File: config.mk
export PLATFORM = sky130hd
export DESIGN_NAME = btn_sw_conditioner
export DESIGN_NICKNAME = d
export VERILOG_FILES = /design/src/rtl/btn_sw_conditioner_pkg.sv /design/src/rtl/btn_debounce_channel.sv /design/src/rtl/btn_sw_conditioner.sv
export SDC_FILE = /design/constraint.sdc
export NUM_CORES = 1
export LEC_CHECK = 0
export CAP_MARGIN = 40
export CORE_UTILIZATION = 30
export DETAILED_ROUTE_END_ITERATION = 10
export PLACE_DENSITY = 0.54
export SLEW_MARGIN = 10
export SYNTH_ARGS = -nofsm -noshare
export SYNTH_HDL_FRONTEND = slang
export SYNTH_SLANG_ARGS = --single-unit
File: constraint.sdc
create_clock -name clock -period 3.21 [get_ports clock]
set_clock_uncertainty 0.05 [all_clocks]
set_input_delay 0.321 -clock clock [delete_from_list [all_inputs] [get_ports clock]]
set_output_delay 0.321 -clock clock [all_outputs]
set_load 0.05 [all_outputs]
File: src/rtl/btn_sw_conditioner_pkg.sv
// Shared definitions for the button/switch input conditioner: debounce FSM
// state encoding, button channel indices and the default debounce window.
package btn_sw_conditioner_pkg;

    typedef enum logic [1:0] {
        IDLE        = 2'd0,
        PRESS_CHK   = 2'd1,
        HELD        = 2'd2,
        RELEASE_CHK = 2'd3
    } btn_state_t;

    localparam int BTN_A  = 0;
    localparam int BTN_B  = 1;
    localparam int BTN_OP = 2;

    // 10 ms at 100 MHz
    localparam int DEBOUNCE_DEFAULT = 1000000;

endpackage : btn_sw_conditioner_pkg

File: src/rtl/btn_debounce_channel.sv
// One button channel: 2-FF synchroniser, debounce counter, press/release FSM
// and a registered single-cycle pulse on each accepted press.
module btn_debounce_channel
    import btn_sw_conditioner_pkg::*;
#(
    parameter int DEBOUNCE_CYCLES = DEBOUNCE_DEFAULT
) (
    input  logic clock,
    input  logic reset,
    input  logic raw,
    output logic pulse,
    output logic level
);

    localparam int CNT_W = $clog2(DEBOUNCE_CYCLES);
    localparam logic [CNT_W-1:0] CNT_LAST = CNT_W'(DEBOUNCE_CYCLES - 1);

    logic             sync_meta;
    logic             sync_bit;
    btn_state_t       state;
    btn_state_t       state_next;
    logic [CNT_W-1:0] cnt;
    logic [CNT_W-1:0] cnt_next;
    logic             pulse_next;

    always_ff @(posedge clock or posedge reset) begin
        if (reset) begin
            sync_meta <= 1'b0;
            sync_bit  <= 1'b0;
        end else begin
            sync_meta <= raw;
            sync_bit  <= sync_meta;
        end
    end

    always_ff @(posedge clock or posedge reset) begin
        if (reset) begin
            state <= IDLE;
            cnt   <= '0;
            pulse <= 1'b0;
        end else begin
            state <= state_next;
            cnt   <= cnt_next;
            pulse <= pulse_next;
        end
    end

    // The counter only advances while the synchronised level disagrees with
    // the accepted level; a relapse drops straight back without any pulse.
    always_comb begin
        state_next = state;
        cnt_next   = cnt;
        case (state)
            IDLE: begin
                if (sync_bit) begin
                    state_next = PRESS_CHK;
                    cnt_next   = '0;
                end
            end
            PRESS_CHK: begin
                if (!sync_bit) begin
                    state_next = IDLE;
                end else if (cnt == CNT_LAST) begin
                    state_next = HELD;
                end else begin
                    cnt_next = cnt + CNT_W'(1);
                end
            end
            HELD: begin
                if (!sync_bit) begin
                    state_next = RELEASE_CHK;
                    cnt_next   = '0;
                end
            end
            RELEASE_CHK: begin
                if (sync_bit) begin
                    state_next = HELD;
                end else if (cnt == CNT_LAST) begin
                    state_next = IDLE;
                end else begin
                    cnt_next = cnt + CNT_W'(1);
                end
            end
            default: begin
                state_next = IDLE;
                cnt_next   = '0;
            end
        endcase
    end

    // Only a completed press qualification fires; HELD re-entered from
    // RELEASE_CHK is a release bounce and stays silent.
    assign pulse_next = (state == PRESS_CHK) && (state_next == HELD);

    assign level = (state == HELD) || (state == RELEASE_CHK);

endmodule : btn_debounce_channel

File: src/rtl/btn_sw_conditioner.sv
// Input stage for the EX operand/opcode latch: debounced one-shot button
// strobes plus synchronised (not debounced) slide switches.
module btn_sw_conditioner
    import btn_sw_conditioner_pkg::*;
#(
    parameter int NB_BTN          = 3,
    parameter int NB_SW           = 16,
    parameter int DEBOUNCE_CYCLES = DEBOUNCE_DEFAULT
) (
    input  logic              clock,
    input  logic              reset,
    input  logic [NB_BTN-1:0] i_btn,
    input  logic [NB_SW-1:0]  i_sw,
    output logic [NB_BTN-1:0] o_btn_pulse,
    output logic [NB_BTN-1:0] o_btn_level,
    output logic [NB_SW-1:0]  o_sw
);

    logic [NB_SW-1:0] sw_meta;

    for (genvar g = 0; g < NB_BTN; g++) begin : g_channel
        btn_debounce_channel #(
            .DEBOUNCE_CYCLES(DEBOUNCE_CYCLES)
        ) u_channel (
            .clock(clock),
            .reset(reset),
            .raw  (i_btn[g]),
            .pulse(o_btn_pulse[g]),
            .level(o_btn_level[g])
        );
    end

    // Switches are only synchronised; the operator keeps them still for the
    // whole debounce window, so they are settled by the time a pulse fires.
    always_ff @(posedge clock or posedge reset) begin
        if (reset) begin
            sw_meta <= '0;
            o_sw    <= '0;
        end else begin
            sw_meta <= i_sw;
            o_sw    <= sw_meta;
        end
    end

endmodule : btn_sw_conditioner

---- Yosys cells after proc, flatten, opt, wreduce, memory -nomap -nowiden ----
Cells that the tools add are included.
storage, ports and cells
  memories kept ........................... 0
  ROM bits ................................ 0
  latch bits .............................. 0
  flip-flop bits (word level) ............. 107
  RAM bits ................................ 0
  output and inout bits ................... 22
operators by class
  multiplexer cells ....................... 39
  add/subtract/negate cells ............... 3
  bitwise gates (word level) .............. 0
  multipliers ............................. 0
  reductions and logical operators ........ 12
  $lt $le $gt $ge ......................... 0
  divide/modulo/power cells ............... 0
  shift operators ......................... 0
  eq/ne operators ......................... 27
operator list
  kind                   number
  $mux 20                15
  $pmux 20 s4            3
  $add 20x1->20 const B  3
  $eq 20x20->1 const B   3
  $mux 2                 18
  $pmux 2 s4             3
  $eq 2x2->1 const B     9
  $ne 2x1->1 const B     6
  $ne 2x2->1 const B     6
  $reduce_and 4->1       3
  $eq 2x1->1 const B     3
  $logic_not 2->1        3
  $logic_and 1x1->1      3
  $logic_or 1x1->1       3

---- Longest topological paths before layout ----
  depth in word-level cells ............... 6
  depth in mapped cells ................... 7

---- Modules after synthesis ----
From an unflattened synthesis, not the netlist that was laid out.
unflattened totals
  cell total of the unflattened synthesis .. 474
  area, all modules ....................... 5087.4 um^2
by module, submodules not included
  module                sequential area each (um^2)  instances  area each (um^2)  cells an instance
  btn_debounce_channel  625.6                        3          1427.6            147
  btn_sw_conditioner    800.8                        1          804.5             33

---- Least setup slack after synthesis ----
Ideal clock, no wire load.
  path type ............................... reg2reg
  start ................................... reg g_channel[2].u_channel.cnt[0]
  end ..................................... reg g_channel[2].u_channel.cnt[18]
  slack ................................... 1.081 ns
  cell stages (with the launch flop) ...... 8
  period minus slack after synthesis ...... 2.129 ns
  buffers on the path ..................... 1
  arrival time ............................ 2.010 ns
  path through ............................ dfrtp_1 ha_1 nand3_2 or3_1 clkbuf_2 or3_1 or4_1 nand3_1
on the way
  longest elaborated chain between the ends .. 4
  elaborated cells between the ends (all ways) .. 6
RTL lines
  element                                               line                                                    source
  start: declaration                                    btn_debounce_channel.sv:22                              logic [CNT_W-1:0] cnt;
  start signal: assignment                              btn_debounce_channel.sv:43                              cnt <= cnt_next;
  $add 20x1->20 / $eq 20x20->1 (equally long branches)  --
  $mux 20 *                                             btn_debounce_channel.sv:63, btn_debounce_channel.sv:78
  $mux 20, on equally long branches                     btn_debounce_channel.sv:76, btn_debounce_channel.sv:61
  $pmux 20 s4 *                                         btn_debounce_channel.sv:53                              case (state)
Every way passes the cells marked *; elsewhere a longest branch is shown, timed or not. The select of a mux whose other input is x is not followed.
A chain may end at the register's enable or synchronous reset.

---- Final worst setup path ----
  start ................................... reg g_channel[2].u_channel.cnt[10]
  end ..................................... reg g_channel[2].u_channel.cnt[15]
Same word-level chain as after synthesis.

==> impl_metrics.yaml <==
die:
  num_rows: 45
  core_um2: 15400
  initial_core_util_pct: 31.1
  die_y_um: 128
  fp.dieArea_um2: 16400
  die_w_um: 128
  pin_count: 43
route:
  ant_nets: 0
  vias: 3630
  vias_per_cell: 5.03
  routedWlPerCell_um: 14.0
  drt_iter0_markers: 329
  pre_antenna_drt_iters: 5
  drc_errors: 0
  routed_wire_length_um: 10100
critical_path:
  arrival_time_at_the_worst_endpoint_ns: 2.52
  setup.reg_to_reg.worst_slack_ns: 0.87
  critPathKind: "reg -> reg"
  critPathBufInv: 1
  setup.worst_path.start_class: "register"
  critical_path_peak_fanout: 10
  critical_path.cell_chain: "nor4b_1, nand4_1, o31ai_2, buf_4, or4_1, a21oi_1"
  critPathRequiredTime_ns: 3.39
  worst_path_largest_cell_delay_ns: 0.60
  cpLargestDelayFamily: "simple AND/OR/NAND/NOR gates"
  crit_path_top_delay_cell: "o31ai_2"
  worstSetupEndpointType: "register"
clock_tree:
  cts_max_path_buffers: 2
  clk_pin_slew_worst_paths_ns: 0.08
  cts_tree: "done"
  post_cts.repair.setup_buffers: 0
  clock_latency_ns: 0.36
  ctsRootBufferMaster: "clkbuf_16"
  postCtsHoldBufs: 0
  post_cts.resized_instances: 0
  cts-htree-levels: 3
  numClockSinks: 107
  cts-buffers-inserted: 9
power:
  p_sw_uw: 750
  p_int_mw: 2.04
  leakage_dissipation_nw: 2.32
  power_frac_seq_pct: 51.9
  power.ir.vdd_worst_mv: 0.299
  power.density_nw_per_um2: 485
  switching_share_pct: 26.9
  power.share.combinational_pct: 7.7
  clock_power_share_pct: 40.4
global_route:
  antenna_found_initial: 0
  global_route.usage.total_pct: 13.6
  grt_pass1_vias: 3540
  pin_count_of_the_biggest_net_entering_global_routing: 50
  aggregate_global_routing_overflow: 0
  grt_pass1_wl_um: 17500
timing:
  fin_tns_setup_ns: 0
  rsz_0062_raised_after_global_routing: "no"
  worst_slew_margin_rel_pct: 45.6
  timing.final.setup_violations: 0
  finalCritPeriodShare_pct: 72.9
  finalCriticalPeriod_ns: 2.34
  fmax_mhz: 427
  maxSlewViolCount: 0
  worst_pin_slew_ns: 0.813
  timing.final.hold_violations: 0
finish:
  post_route_cells_drive_above_1_share_pct: 7.25
  most-common-layout-cells: "107 x dfrtp_1, 56 x nand2_1, 42 x clkdlybuf4s50_1, 36 x nor2_1, 34 x o21ai_0"
  n_antenna_cell: 0
  mostFrequentLayoutCell: "dfrtp_1"
  area_growth_syn_to_layout_pct: 20.1
  layout.nets: 529
  num-fill-cells: 1473
  non_filler_instance_count_after_layout: 721
yosys:
  syn_area_um2: 4780
  register_area_share_after_synthesis_pct: 56.0
  netlist_instances: 467
  synth_top_area_share_pct: 56.0
  synth-seq-cells: 107
  synthDistinctLibCells: 51
  synth.largest_area_cell: "dfrtp_1"
  synth_enable_flop_cells: 0
  netlist_top_cells_area: "dfrtp_1 56%, nand2_1 4.4%, o21ai_0 3.6%"
  syn_nets: 491
  yosys_warnings: 0
  synth_async_sr_flop_share_pct: 100
  yosys_most_used_dff: "dfrtp_1"
  post_synth.cell_area_avg_um2: 10.2
worst_hold_path:
  worstHoldPathType: "reg -> reg"
placement:
  placement.io_buffers: 42
  place_inst: 705
  total_half_perimeter_wirelength_after_legalization_and_detailed_placement_um: 6950
  finalWeightedCongestion: 0.867
outcome:
  outcome: "finished clean"
flow_run:
  cap_violations: 0
==> path summary, 6_finish.rpt <==
path / startpoint / end / depth (start not counted)
max in group asynchronous: reset / sw_meta[9]$_DFF_PP0_ / 3
setup / recovery: g_channel[2].u_channel.cnt[10]$_DFFE_PP0P_ / g_channel[2].u_channel.cnt[15]$_DFFE_PP0P_ / 6
setup reg to reg: g_channel[2].u_channel.cnt[10]$_DFFE_PP0P_ / g_channel[2].u_channel.cnt[15]$_DFFE_PP0P_ / 6
hold / removal: sw_meta[12]$_DFF_PP0_ / o_sw[12]$_DFF_PP0_ / 0
min in group asynchronous: reset / g_channel[1].u_channel.cnt[2]$_DFFE_PP0P_ / 2
hold reg to reg: sw_meta[12]$_DFF_PP0_ / o_sw[12]$_DFF_PP0_ / 0
==> power groups by stage <==
stage	registers, mW	clock network (mW)	logic, mW
after floorplan	1.50	0	0.0952
after global placement	1.47	0	0.213
after detailed placement	1.47	0	0.218
after CTS	1.45	1.17	0.218
after global routing	1.45	1.22	0.240
final	1.45	1.13	0.214
==> flip-flops by register name (all words and copies together), names as in the netlist <==
name / cells
o_sw: 16
g_channel.u_channel.pulse: 3
g_channel.u_channel.sync_bit: 3
g_channel.u_channel.state: 6
g_channel.u_channel.sync_meta: 3
sw_meta: 16
g_channel.u_channel.cnt: 60
==> cell type report <==
class	count	area [um^2]	share of cell area, %
Timing Repair Buffer	52	508	8.85
Clock buffer	9	225	3.92
Multi-Input combinational cell	325	1950	33.9
Sequential cell	107	2680	46.6
Inverter	10	40.0	0.697
Clock inverter	7	81.3	1.42
Tap cell	211	264	4.60
==> metal layers <==
metal | vias to the layer above | GRT usage, % | wire length (um)
met5 | - | 0 | 0
met4 | 0 | 5.19 | 104
met3 | 7 | 3.71 | 523
met2 | 89 | 20.8 | 4750
met1 | 1779 | 18.2 | 4740
li1 | 1755 | - | -
==> per-stage QoR <==
stage	setup WS (ns)	total power, mW	util, %	hold WS (ns)	area, um^2
after floorplan	0.0218	1.59	-	0.281	4780
after global placement	0.993	1.68	35.4	0.282	5440
after detailed placement	0.939	1.69	35.4	0.286	5440
after CTS	0.917	2.83	37.4	0.302	5740
after global routing	0.675	2.92	37.4	0.308	5740
final	0.870	2.79	37.4	0.293	5740
==> cell families after synthesis <==
logic type / count (synthesis) / share of synthesized area, %
fa+ha+maj: 3 / 0.785
buf+inv: 35 / 3.32
flops: 107 / 56.0
xor+xnor: 17 / 3.11
compound gates: 85 / 11.5
simple gates: 210 / 23.1
mux: 10 / 2.17
==> Yosys cell counts, types with 4 or more instances <==
cell type,instances
nand2_1,56
or4_1,8
o21ai_0,34
nor2_1,36
a21oi_1,11
nand3_1,32
clkbuf_1,15
o31ai_1,10
or3_1,8
nand4_1,14
xor2_1,12
inv_1,10
mux2i_1,7
nor4b_1,5
dfrtp_1,107
xnor2_1,5
nor4bb_1,4
nor3_1,12
nand2b_1,5
buf_4,6
nor4_1,7
a22o_1,6
No activity file was read; power rests on OpenSTA's default activity.
